**src/rtl/riscv_pkg.sv**
```systemverilog
// Shared constants and enums for the core's memory-port arbitration logic.
package riscv_pkg;

  localparam int unsigned XLEN = 32;

  typedef enum logic [1:0] {
    IDLE,
    ISSUE,
    WAIT,
    DRAIN
  } arb_state_e;

  typedef enum logic {
    OWN_I,
    OWN_D
  } mem_owner_e;

endpackage

```
**src/rtl/mem_arb_timeout_cnt.sv**
```systemverilog
// Loadable up-counter with a terminal-count flag, used to bound memory response latency.
module mem_arb_timeout_cnt #(
  parameter int unsigned Width     = 6,
  parameter int unsigned TermCount = 63
) (
  input  logic             clk_i,
  input  logic             rst_ni,
  input  logic             load_i,
  input  logic [Width-1:0] load_val_i,
  input  logic             en_i,
  output logic             tc_o
);

  logic [Width-1:0] cnt_d, cnt_q;

  always_comb begin
    cnt_d = cnt_q;
    if (load_i) begin
      cnt_d = load_val_i;
    end else if (en_i) begin
      cnt_d = cnt_q + Width'(1);
    end
  end

  always_ff @(posedge clk_i or negedge rst_ni) begin
    if (!rst_ni) begin
      cnt_q <= '0;
    end else begin
      cnt_q <= cnt_d;
    end
  end

  assign tc_o = (cnt_q == Width'(TermCount));

endmodule

```
**src/rtl/mem_port_arbiter.sv**
```systemverilog
// Shares one memory port between instruction fetch and data access: arbitrates with a starvation
// guard, keeps one transaction outstanding, routes the response to its owner and times out.
module mem_port_arbiter
  import riscv_pkg::*;
#(
  parameter int unsigned STARVE_LIMIT   = 4,
  parameter int unsigned TIMEOUT_CYCLES = 64
) (
  input  logic              CLK,
  input  logic              RESET,
  input  logic              i_req_valid,
  output logic              i_req_ready,
  input  logic [XLEN-1:0]   i_req_addr,
  output logic              i_rsp_valid,
  output logic [XLEN-1:0]   i_rsp_rdata,
  output logic              i_rsp_err,
  input  logic              d_req_valid,
  output logic              d_req_ready,
  input  logic [XLEN-1:0]   d_req_addr,
  input  logic              d_req_we,
  input  logic [XLEN/8-1:0] d_req_be,
  input  logic [XLEN-1:0]   d_req_wdata,
  output logic              d_rsp_valid,
  output logic [XLEN-1:0]   d_rsp_rdata,
  output logic              d_rsp_err,
  output logic              m_req_valid,
  input  logic              m_req_ready,
  output logic [XLEN-1:0]   m_req_addr,
  output logic              m_req_we,
  output logic [XLEN/8-1:0] m_req_be,
  output logic [XLEN-1:0]   m_req_wdata,
  input  logic              m_rsp_valid,
  input  logic [XLEN-1:0]   m_rsp_rdata,
  input  logic              m_rsp_err
);

  localparam int unsigned BeW  = XLEN / 8;
  localparam int unsigned StW  = (STARVE_LIMIT > 0) ? $clog2(STARVE_LIMIT + 1) : 1;
  localparam int unsigned TmoW = (TIMEOUT_CYCLES > 1) ? $clog2(TIMEOUT_CYCLES) : 1;

  arb_state_e       state_d, state_q;
  mem_owner_e       owner_d, owner_q;
  logic [StW-1:0]   starve_d, starve_q;
  logic [XLEN-1:0]  addr_d, addr_q;
  logic             we_d, we_q;
  logic [BeW-1:0]   be_d, be_q;
  logic [XLEN-1:0]  wdata_d, wdata_q;
  logic             starve_sat;
  logic             d_win;
  logic             tmo_load;
  logic             tmo_en;
  logic             tmo_tc;

  assign starve_sat = (starve_q == StW'(STARVE_LIMIT));
  // I only overrides D once it has been passed over STARVE_LIMIT times in a row.
  assign d_win      = d_req_valid && !(i_req_valid && starve_sat);

  always_comb begin
    state_d     = state_q;
    owner_d     = owner_q;
    starve_d    = starve_q;
    addr_d      = addr_q;
    we_d        = we_q;
    be_d        = be_q;
    wdata_d     = wdata_q;
    tmo_load    = 1'b0;
    tmo_en      = 1'b0;
    i_req_ready = 1'b0;
    d_req_ready = 1'b0;
    m_req_valid = 1'b0;
    i_rsp_valid = 1'b0;
    i_rsp_rdata = '0;
    i_rsp_err   = 1'b0;
    d_rsp_valid = 1'b0;
    d_rsp_rdata = '0;
    d_rsp_err   = 1'b0;

    unique case (state_q)
      IDLE: begin
        if (d_win) begin
          d_req_ready = 1'b1;
          addr_d      = d_req_addr;
          we_d        = d_req_we;
          be_d        = d_req_be;
          wdata_d     = d_req_wdata;
          owner_d     = OWN_D;
          state_d     = ISSUE;
          if (i_req_valid && !starve_sat) begin
            starve_d = starve_q + StW'(1);
          end
        end else if (i_req_valid) begin
          i_req_ready = 1'b1;
          addr_d      = i_req_addr;
          we_d        = 1'b0;
          be_d        = '1;
          wdata_d     = '0;
          owner_d     = OWN_I;
          starve_d    = '0;
          state_d     = ISSUE;
        end
      end
      ISSUE: begin
        m_req_valid = 1'b1;
        if (m_req_ready) begin
          tmo_load = 1'b1;
          state_d  = WAIT;
        end
      end
      WAIT: begin
        // A response in the terminal-count cycle still wins over the timeout.
        if (m_rsp_valid) begin
          if (owner_q == OWN_I) begin
            i_rsp_valid = 1'b1;
            i_rsp_rdata = m_rsp_rdata;
            i_rsp_err   = m_rsp_err;
          end else begin
            d_rsp_valid = 1'b1;
            d_rsp_rdata = m_rsp_rdata;
            d_rsp_err   = m_rsp_err;
          end
          state_d = IDLE;
        end else if (tmo_tc) begin
          if (owner_q == OWN_I) begin
            i_rsp_valid = 1'b1;
            i_rsp_err   = 1'b1;
          end else begin
            d_rsp_valid = 1'b1;
            d_rsp_err   = 1'b1;
          end
          state_d = DRAIN;
        end else begin
          tmo_en = 1'b1;
        end
      end
      DRAIN: begin
        if (m_rsp_valid) begin
          state_d = IDLE;
        end
      end
    endcase
  end

  always_ff @(posedge CLK or negedge RESET) begin
    if (!RESET) begin
      state_q  <= IDLE;
      owner_q  <= OWN_I;
      starve_q <= '0;
      addr_q   <= '0;
      we_q     <= 1'b0;
      be_q     <= '0;
      wdata_q  <= '0;
    end else begin
      state_q  <= state_d;
      owner_q  <= owner_d;
      starve_q <= starve_d;
      addr_q   <= addr_d;
      we_q     <= we_d;
      be_q     <= be_d;
      wdata_q  <= wdata_d;
    end
  end

  assign m_req_addr  = addr_q;
  assign m_req_we    = we_q;
  assign m_req_be    = be_q;
  assign m_req_wdata = wdata_q;

  mem_arb_timeout_cnt #(
    .Width     (TmoW),
    .TermCount (TIMEOUT_CYCLES - 1)
  ) u_tmo_cnt (
    .clk_i      (CLK),
    .rst_ni     (RESET),
    .load_i     (tmo_load),
    .load_val_i ('0),
    .en_i       (tmo_en),
    .tc_o       (tmo_tc)
  );

endmodule

```
**config.mk**
```make
export PLATFORM = sky130hd
export DESIGN_NAME = mem_port_arbiter
export DESIGN_NICKNAME = d
export VERILOG_FILES = /design/src/rtl/riscv_pkg.sv /design/src/rtl/mem_arb_timeout_cnt.sv /design/src/rtl/mem_port_arbiter.sv
export SDC_FILE = /design/constraint.sdc
export NUM_CORES = 1
export LEC_CHECK = 0
export ABC_AREA = 0
export BUFFER_PORTS_ARGS = -buffer_cell sky130_fd_sc_hd__buf_2
export CAP_MARGIN = 15
export CORE_MARGIN = 2
export CORE_UTILIZATION = 35
export CTS_BUF_LIST = sky130_fd_sc_hd__clkbuf_8
export CTS_CLUSTER_SIZE = 8
export DETAILED_ROUTE_END_ITERATION = 6
export GPL_ROUTABILITY_DRIVEN = 1
export HOLD_SLACK_MARGIN = 0.02
export PLACE_DENSITY = 0.71
export SLEW_MARGIN = 20
export SYNTH_ARGS = -nofsm -noshare
export SYNTH_HDL_FRONTEND = slang
export SYNTH_HIERARCHICAL = 1
export SYNTH_SLANG_ARGS = --single-unit
```
**constraint.sdc**
```tcl
create_clock -name CLK -period 5.24 [get_ports CLK]
set_clock_uncertainty 0.1 [all_clocks]
set_input_delay 1.572 -clock CLK [delete_from_list [all_inputs] [get_ports CLK]]
set_output_delay 1.572 -clock CLK [all_outputs]
set_load 0.1 [all_outputs]
```
### Word level (Yosys, flattened, before mapping)

Index checks and enable logic that the tools add are counted.

| word-level totals | value |
|---|---|
| register bits after elaboration | 81 |
| input port bits | 140 |
| output and inout port bits | 140 |

| operators by class | value |
|---|---|
| add/subtract/negate cells | 2 |
| equal/unequal tests | 10 |
| mux-type cells | 52 |
| reductions and logical operators | 11 |

Operators by type and width:

| kind | count |
|---|---|
| $mux W32 | 10 |
| $mux W1 | 28 |
| $mux W2 | 6 |
| $mux W6 | 2 |
| $mux W3 | 3 |
| $mux W4 | 2 |
| $pmux W2 S4 | 1 |
| $add A6 B1 Y6 const B | 1 |
| $eq A6 B6 Y1 const B | 1 |
| $ne A3 B3 Y1 const B | 2 |
| $eq A2 B2 Y1 const B | 2 |
| $ne A2 B2 Y1 const B | 2 |
| $reduce_and A4 Y1 | 1 |
| $reduce_bool A2 Y1 | 2 |
| $add A3 B1 Y3 const B | 1 |
| $eq A3 B3 Y1 const B | 1 |
| $logic_and A1 B1 Y1 | 3 |
| $reduce_and A3 Y1 | 1 |
| $eq A2 B1 Y1 const B | 1 |
| $logic_not A1 Y1 | 2 |
| $logic_not A2 Y1 | 1 |
| $ne A2 B1 Y1 const B | 1 |
| $reduce_and A2 Y1 | 1 |

### Logic depth before layout (Yosys ltp)

Gate-level depths: netlist (run 1).

| depth | value |
|---|---|
| word-level depth | 6 |
| mapped depth | 7 |

### Modules after synthesis

Netlist (run 1), hierarchy kept.

By module, submodules not included:

| module | times used | cells an instance | area an instance (um^2) |
|---|---|---|---|
| mem_port_arbiter | 1 | 427 | 4040.1 |
| mem_arb_timeout_cnt | 1 | 35 | 319.1 |

### Least setup slack after synthesis (run 1)

Ideal clock, no wire load.

| path | value |
|---|---|
| path type | input port to output port |
| start point | in m_rsp_valid |
| end point | out i_rsp_err |
| arrival | 3.727 ns |
| data required time | 3.568 ns |
| path slack | -0.159 ns |
| stages on the path | 2 |
| path through | mux2i_1 -> nor3_1 |

| on the way | value |
|---|---|
| word-level cells in the longest chain between the ends | 2 |

Ends and longest elaborated chain:

| element | RTL line | RTL |
|---|---|---|
| from (decl) | mem_port_arbiter.sv:32 | `input logic m_rsp_valid,` |
| $mux W1 | mem_port_arbiter.sv:111 | `if (m_rsp_valid) begin` |
| $mux W1 | mem_port_arbiter.sv:78 | `unique case (state_q)` |
| to (decl) | mem_port_arbiter.sv:16 | `output logic i_rsp_err,` |

Every way passes these cells.

### Worst setup path in the final report (run 1)

| path | value |
|---|---|
| start point | in i_req_valid |
| end point | out d_req_ready |

| on the way | value |
|---|---|
| word-level cells in the longest chain between the ends | 5 |

Ends and longest elaborated chain:

| element | RTL line | RTL |
|---|---|---|
| from (decl) | mem_port_arbiter.sv:11 | `input logic i_req_valid,` |
| $logic_and A1 B1 Y1 | mem_port_arbiter.sv:56 | `assign d_win = d_req_valid && !(i_req_valid && starve_sat);` |
| $logic_not A1 Y1 | mem_port_arbiter.sv:56 |  |
| $logic_and A1 B1 Y1 | mem_port_arbiter.sv:56 |  |
| $mux W1 | mem_port_arbiter.sv:80 | `if (d_win) begin` |
| $mux W1 | mem_port_arbiter.sv:78 |  |
| to (decl) | mem_port_arbiter.sv:18 | `output logic d_req_ready,` |

Every way passes these cells.

==> flow_summary_export.csv, run 1 <==
group,metric,value,unit
run_status,status,"complete, no violations",
cts,htree_levels,3,
sta,rsz0062_at_grt,"no",
final_layout,diodes,0,
floorplanning,dieArea,13400,µm²
sta,drv_slew,0,
route,drc,0,
grt,grt_pass1_vias,4261,
route,wl_per_cell,15.9,µm
floorplanning,io_pins,280,
cts,cts_buffer_depth,2,
floorplanning,start_util,0.361,
setup_path,critPathBufInv,2,
setup_path,cp-end-kind,"output port",
synthesis,synthCells,462,
synthesis,synth-seq-cells,81,
synthesis,yosysWarningCount,6,
route,avgViaCountPerCell,5.16,
final_layout,final_common_cell,"buf_2",
setup_path,path_max_fanout,11,
floorplanning,rows,40,
setup_path,path_cells,"buf_2 -> and3_1 -> nor3_4 -> buf_2",
placement,dp.final_hpwl,10300,µm
cts,cts_buffers,9,
floorplanning,core-area,12100,µm²
sta,period_minus_slack,4510,ps
setup_path,cp_top_family,"buffers and inverters",
sta,timing.hold.ws,390,ps
sta,timing.final.hold_violations,0,
setup_path,critPathKind,"input pin to output port",
setup_path,critPathMaxStageDelay,510,ps
synthesis,synth_cell_types,42,
synthesis,netlist_area,4360,µm²
sta,fin_crit_sh,0.860,
setup_path,reg2reg_from,"state_q[1]",
final_layout,final_core_util,0.515,
synthesis,yosysTopAreaCellShare,0.465,
route,vias,4598,
min_path,holdCritPathClass,"flip-flop to flip-flop",
sta,fmax,222,MHz
final_layout,drive_gt1_frac,0.433,
cts,root_buffer,"clkbuf_8",
route,drtIter0Drc,343,
cts,cts_setup_buffers,0,
setup_path,startpoint_type,"input pin",
synthesis,yosys.area.top_type,"dfrtp_1",
min_path,holdCritStartpoint,"m_req_wdata[21]",
cts,tritoncts,"yes",
sta,finalSetupViolations,0,
setup_path,crit_path_top_delay_cell,"buf_2",
setup_path,worst_ep_arrival_time,2840,ps
power,ir_drop,0.000470,V
setup_path,critPathLaunch,"i_req_valid",
grt,track_usage,0.207,
cts,clock_sinks,81,
final_layout,fin_cells,891,
power,power_density,747,nW/µm²
final_layout,finalNetCount,862,
flow_run,drv_cap,0,
floorplanning,die_y,116,µm
final_layout,mostFrequentLayoutCells,"buf_2 (264), dfrtp_1 (81), and2_1 (64), nand3_1 (59), o21ai_0 (39)",
synthesis,postSynthAreaPerCell,9.44,µm²
synthesis,synthTopCellsByArea,"dfrtp_1 (46%), and2_1 (9.2%), nand3_1 (6.8%)",
placement,dp_cells,876,
placement,io_buffers,279,
floorplanning,die_x,116,µm
sta,relSlewSlack,0.396,
placement,place_area,6050,µm²
route,ant_nets,0,
power,power.leakage,3.09,nW
route,dr.pass1.iters,5,
grt,grt_first_pass_wirelength,21800,µm
final_layout,area_delta_synth_final,42.4,%
cts,clk_pin_slew_worst_paths,70,ps
sta,tns,0,ps
setup_path,crit_top_cell,"buf_2",
cts,ctsResizeCount,0,
placement,gp_congestion,0.825,
grt,antenna_found_initial,0,
synthesis,synth-seq-area-share,0.465,
grt,grt_max_degree,92,
setup_path,crit_required,3570,ps
route,drt-total-wl,14200,µm
final_layout,design_area,6210,µm²
cts,holdBufCountCts,0,
sta,tightest_slew,906,ps
grt,overflow,0,
cts,clock_latency,360,ps
[worst register-to-register path, cell delays in order (launching register included)]
cell	delay (ps)
dfrtp_1	510
nor2_4	120
buf_4	660
nand2_2	710
a22o_1	390
[routing by layer]
metal	up-vias	routed length, µm	track usage
met2	225	6910	0.343
li1	2188	-	-
met1	2159	5770	0.266
met5	-	0	0
met4	0	276	0.0627
met3	26	1250	0.0544
[metrics by stage]
stage	power, mW	setup slack [ps]
final	4.64	733
after floorplan	3.72	179
after global routing	4.86	651
after CTS	4.67	734
after detailed placement	4.26	728
after global placement	4.21	760
[sequential cells by signal, indices dropped and copies added (netlist names)]
signal and cells:
m_req_addr 32, m_req_wdata 32, u_tmo_cnt/cnt_q 6, m_req_be 4, starve_q 3, state_q 2
m_req_we 1, owner_q 1
[layout make-up]
cell class	count	area [µm²]
inverters	5	18.8
multi-input cells	333	2110
clock buffers	10	138
fillers	1124	5850
flip-flops and latches	81	2030
repair buffers	289	1680
clock inverters	5	25.0
well taps	168	210
[kinds of logic (layout without fill, tap and decap cells)]
family | after synthesis | after routing | share of synthesized area
AOI/OAI and AO/OA | 114 | 114 | 0.185
DFF | 81 | 81 | 0.465
xor gates and xnor gates | 4 | 4 | 0.00804
and+or+nand+nor | 202 | 202 | 0.265
other | 1 | 6 | 0.000860
adders and majority gates | 3 | 3 | 0.00861
muxes | 4 | 4 | 0.00919
buffers and inverters | 53 | 309 | 0.0591
[Yosys cell counts (all sizes together)]
cell	n
o32a	1
and3	2
inv	5
clkbuf	29
nand4	34
or3	2
xor2	3
dfrtp	81
o21ai	40
a221oi	1
ha	3
nor2b	1
a21o	2
a31oi	1
nand2	15
nor2	12
nor3b	1
mux2i	4
nor3	8
and2	64
conb	1
o311ai	1
or3b	1
a22o	9
a2bb2oi	3
o2bb2ai	24
or2	2
o211ai	32
nand2b	1
xnor2	1
nand3	59
buf	19
[worst paths after layout]
| check | slack, ps | end | depth (start not counted) |
|---|---|---|---|
| worst max-delay path | 730 | d_req_ready | 4 |
| worst min-delay path | 390 | m_req_wdata[21] | 1 |
| worst max register to register | 2630 | m_req_wdata[7] | 4 |
| worst min register to register | 390 | m_req_wdata[21] | 1 |
| max in group asynchronous | 3050 | m_req_addr[10] | 2 |
| min in group asynchronous | 1200 | m_req_wdata[16] | 1 |
[power by group]
group | total (mW) | internal, mW | switching [mW]
registers | 1.07 | 0.895 | 0.177
clock network | 0.397 | 0.177 | 0.219
logic | 3.17 | 0.557 | 2.61
(Power assumes the default switching activity.)
==> run 2, diff against run 1 <==
SKIP_CTS_REPAIR_TIMING = 1   (was not set)
clock period = 4.95 ns   (was 5.24 ns; I/O delays follow)
==> run 2 against run 1 <==
Effect of this change: global-route usage increased by 0.43 points; worst hold slack improved by 3.0 ps; sequential power increased by 7%; sequential share of layout area decreased by 1.5 points; flip-flop and latch count unchanged; wire length increased by 4.3%; power increased by 7.6%; via count increased by 1.7%; cell area increased by 4.9%; largest power group unchanged.
==> flow_summary_export.csv, run 2 (synthesis results as in run 1) <==
group,metric,value,unit
power,power.leakage,3.13,nW
placement,dp_cells,876,
setup_path,crit_required,3370,ps
final_layout,final_core_util,0.540,
final_layout,fin_cells,893,
floorplanning,core-area,12100,µm²
final_layout,nFillCells,1098,
floorplanning,dieArea,13400,µm²
setup_path,r2r-end,"m_req_be[2]",
placement,dp.final_hpwl,10900,µm
placement,place_ws,700,ps
sta,rsz0062_at_grt,"no",
setup_path,rrSetupSlack,2510,ps
placement,io_buffers,279,
placement,place_area,6330,µm²
run_status,status,"complete, no violations",
grt,track_usage,0.211,
sta,fin_crit_sh,0.859,
cts,cts_buffers,9,
sta,drv_slew,0,
route,drt-total-wl,14800,µm
cts,root_buffer,"clkbuf_8",
setup_path,critPathKind,"input pin to output port",
grt,overflow,0,
setup_path,startpoint_type,"input pin",
min_path,holdCritStartpoint,"m_req_wdata[9]",
cts,cts_buffer_depth,2,
cts,clock_latency,330,ps
power,power_density,766,nW/µm²
final_layout,final_common_cell,"buf_2",
final_layout,mostFrequentLayoutCells,"buf_2 (245), dfrtp_1 (81), and2_1 (64), nand3_1 (59), o21ai_0 (39)",
grt,grt_first_pass_wirelength,22600,µm
route,dr.pass1.iters,5,
final_layout,regArea,2030,µm²
final_layout,multiInputGateArea,2110,µm²
route,drc,0,
sta,tns,0,ps
final_layout,design_area,6510,µm²
setup_path,cp-end-kind,"output port",
sta,period_minus_slack,4250,ps
sta,timing.hold.ws,393,ps
cts,clock_sinks,81,
power,total_power,4.99,mW
route,drtIter0Drc,313,
floorplanning,io_pins,280,
floorplanning,rows,40,
floorplanning,start_util,0.361,
floorplanning,die_x,116,µm
final_layout,drive_gt1_frac,0.436,
sta,tightest_slew,895,ps
grt,grt_pass1_vias,4457,
final_layout,finalNetCount,862,
power,ir_drop,0.000457,V
placement,gp_congestion,0.868,
sta,relSlewSlack,0.403,
setup_path,rr_worst_depth,6,
min_path,hold_depth,1,
route,avgViaCountPerCell,5.24,
sta,timing.final.hold_violations,0,
route,wl_per_cell,16.6,µm
setup_path,critPathLaunch,"m_rsp_valid",
cts,htree_levels,3,
cts,tritoncts,"yes",
final_layout,area_delta_synth_final,49.4,%
min_path,holdCritPathClass,"flip-flop to flip-flop",
grt,grt_max_degree,91,
min_path,whs_endpoint,"m_req_wdata[9]",
cts,clk_pin_slew_worst_paths,80,ps
sta,fmax,235,MHz
flow_run,drv_cap,0,
floorplanning,die_y,116,µm
sta,finalSetupViolations,0,
sta,fin_ws,696,ps
setup_path,worst_ep_arrival_time,2670,ps
route,vias,4675,
grt,antenna_found_initial,1,
route,ant_nets,0,
setup_path,path_max_fanout,32,
setup_path,reg2reg_from,"starve_q[0]",
run 2: cell count changes in the layout (fill, tap and decap cells not counted):
cell        previous run  this run
inv_6                  0         1
inv_1                  7         5
diode_2                0         1
clkinvlp_4             1         3
buf_2                264       245
buf_12                14        33
run 2: final cells by class:
cell class                 count  area share
inverter                       5     0.00288
sequential                    81       0.311
tap                          168      0.0323
timing repair buffer         289       0.302
multi-input combinational    333       0.323
clock buffer                  10      0.0211
clock inverter                 6     0.00634
antenna                        1    0.000384
run 2: how the worst max path moves through the flow:
stage	to
after CTS	d_rsp_rdata[0]
after floorplan	i_req_ready
after detailed placement	d_rsp_rdata[0]
after global placement	d_rsp_rdata[30]
final	d_rsp_rdata[19]
after global routing	d_rsp_rdata[0]
run 2: report_power, final:
part	leakage (nW)	internal, mW	switching [mW]
Sequential	1.01	0.947	0.188
Clock	0.0847	0.196	0.246
Combinational	2.04	0.633	2.78
Total	3.13	1.78	3.22
run 2: critical path, stage by stage:
cell and delay (ps):
buf_2 150, and3_1 160, buf_4 260, and2_1 180, buf_2 430
run 2: layer usage:
layer | up-vias | wire length, µm | GRT usage | part of all wire
li1 | 2201 | - | - | -
met4 | 0 | 260 | 0.0715 | 0.018
met1 | 2231 | 5950 | 0.265 | 0.40
met2 | 221 | 7460 | 0.358 | 0.50
met3 | 22 | 1150 | 0.0497 | 0.078
met5 | - | 0 | 0 | 0
==> run 3, diff against run 2 <==
REMOVE_ABC_BUFFERS = 1   (was not set)
==> run 3 against run 2 <==
Effect of this change: worst setup slack improved by 31 ps; count of clock-buffer cells in the layout increased by 1; critical endpoint is now d_rsp_rdata[21]; cell count decreased by 0.11%.
==> flow_summary_export.csv, run 3 (synthesis results as in run 1) <==
group,metric,value,unit
power,p_clk_frac,0.118,
setup_path,worst_ep_arrival_time,2640,ps
cts,clk_pin_slew_worst_paths,70,ps
placement,gp_congestion,0.809,
setup_path,cp-end-kind,"output port",
sta,fmax,237,MHz
grt,track_usage,0.217,
final_layout,nFillCells,1080,
placement,io_buffers,279,
grt,grt_first_pass_wirelength,22900,µm
power,power_density,784,nW/µm²
route,dr.pass1.iters,5,
placement,place_area,6310,µm²
grt,overflow,0,
min_path,holdCritStartpoint,"m_req_wdata[11]",
floorplanning,rows,40,
min_path,holdCritPathClass,"flip-flop to flip-flop",
sta,fin_crit_sh,0.853,
power,power.share.sequential,0.220,
route,ant_nets,0,
setup_path,reg2reg_from,"u_tmo_cnt/cnt_q[0]",
route,avgViaCountPerCell,5.24,
cts,tritoncts,"yes",
floorplanning,die_y,116,µm
floorplanning,io_pins,280,
setup_path,critPathMaxStageDelay,420,ps
sta,timing.final.hold_violations,0,
placement,dp.final_hpwl,10500,µm
final_layout,design_area,6570,µm²
floorplanning,core-area,12100,µm²
run_status,status,"complete, no violations",
cts,clock_sinks,81,
grt,grt_max_degree,91,
route,drtIter0Drc,232,
setup_path,crit_required,3370,ps
placement,place_ws,712,ps
floorplanning,start_util,0.361,
sta,rsz0062_at_grt,"no",
setup_path,critPathKind,"input pin to output port",
final_layout,area_delta_synth_final,50.8,%
power,p_int,1.94,mW
power,power.leakage,3.18,nW
floorplanning,die_x,116,µm
final_layout,mostFrequentLayoutCells,"buf_2 (245), dfrtp_1 (81), and2_1 (64), nand3_1 (59), o21ai_0 (39)",
final_layout,finalNetCount,861,
cts,cts_buffer_depth,2,
sta,period_minus_slack,4220,ps
route,vias,4670,
setup_path,crit_path_top_delay_cell,"buf_2",
sta,drv_slew,0,
floorplanning,dieArea,13400,µm²
sta,finalSetupViolations,0,
route,drc,0,
setup_path,critPathLaunch,"m_rsp_valid",
cts,clock_latency,360,ps
sta,fin_ws,727,ps
power,ir_drop,0.000497,V
sta,relSlewSlack,0.368,
sta,tns,0,ps
setup_path,startpoint_type,"input pin",
route,wl_per_cell,16.4,µm
power,p_sw_frac,0.623,
cts,root_buffer,"clkbuf_8",
cts,htree_levels,3,
grt,grt_pass1_vias,4611,
final_layout,final_common_cell,"buf_2",
setup_path,path_max_fanout,32,
power,combPwrFrac,0.663,
grt,antenna_found_initial,1,
cts,cts_buffers,9,
setup_path,crit_top_cell,"buf_2",
flow_run,drv_cap,0,
route,drt-total-wl,14600,µm
power,switchingPower,3.21,mW
sta,tightest_slew,946,ps
setup_path,path_cells,"buf_2 -> and3_1 -> buf_4 -> and2_1 -> buf_2",
final_layout,drive_gt1_frac,0.432,
run 3: path summary, 6_finish.rpt:
kind	slack, ps	cells after the start	to
worst max-delay path	730	5	d_rsp_rdata[21]
max in group asynchronous	3130	1	u_tmo_cnt/cnt_q[0]
worst max register to register	2700	7	u_tmo_cnt/cnt_q[5]
worst min register to register	380	1	m_req_wdata[11]
worst min-delay path	380	1	m_req_wdata[11]
min in group asynchronous	1040	1	m_req_addr[14]
run 3: worst max-delay path, delay by kind of cell:
family,cells,cell delay [ps]
buffers and inverters,3,810
AND/OR/NAND/NOR,2,330
run 3: per-stage QoR:
stage / total power, mW / instances / util / hold WS, ps
floorplan: 3.85 / 419 / - / 371
global placement: 4.50 / 875 / 0.523 / 366
detailed placement: 4.56 / 875 / 0.523 / 369
CTS: 5.18 / 891 / 0.545 / 392
global route: 5.37 / 892 / 0.545 / 402
finish: 5.15 / 892 / 0.545 / 385
run 3: power groups by stage:
stage          clock network (mW)  registers (mW)  logic, mW
6_report                    0.607            1.13       3.41
5_1_grt                     0.646            1.17       3.56
4_1_cts                     0.625            1.13       3.43
3_5_place_dp                    0            1.13       3.43
3_3_place_gp                    0            1.12       3.38
2_1_floorplan                   0            2.84       1.00
run 3: area by class of cell:
class	instances	area [µm²]	share of cell area
flip-flops and latches	81	2030	0.308
diodes	1	2.50	0.000381
clock inverters	5	103	0.0156
inverters	5	18.8	0.00285
repair buffers	288	1970	0.299
well taps	168	210	0.0320
multi-input cells	333	2100	0.319
clock buffers	11	151	0.0230
run 3: routing by layer:
| metal | share of wire | vias to the layer above | track usage |
|---|---|---|---|
| met3 | 0.075 | 29 | 0.0382 |
| met5 | 0 | - | 0 |
| met1 | 0.38 | 2221 | 0.252 |
| li1 | - | 2196 | - |
| met4 | 0.026 | 0 | 0.106 |
| met2 | 0.52 | 224 | 0.385 |
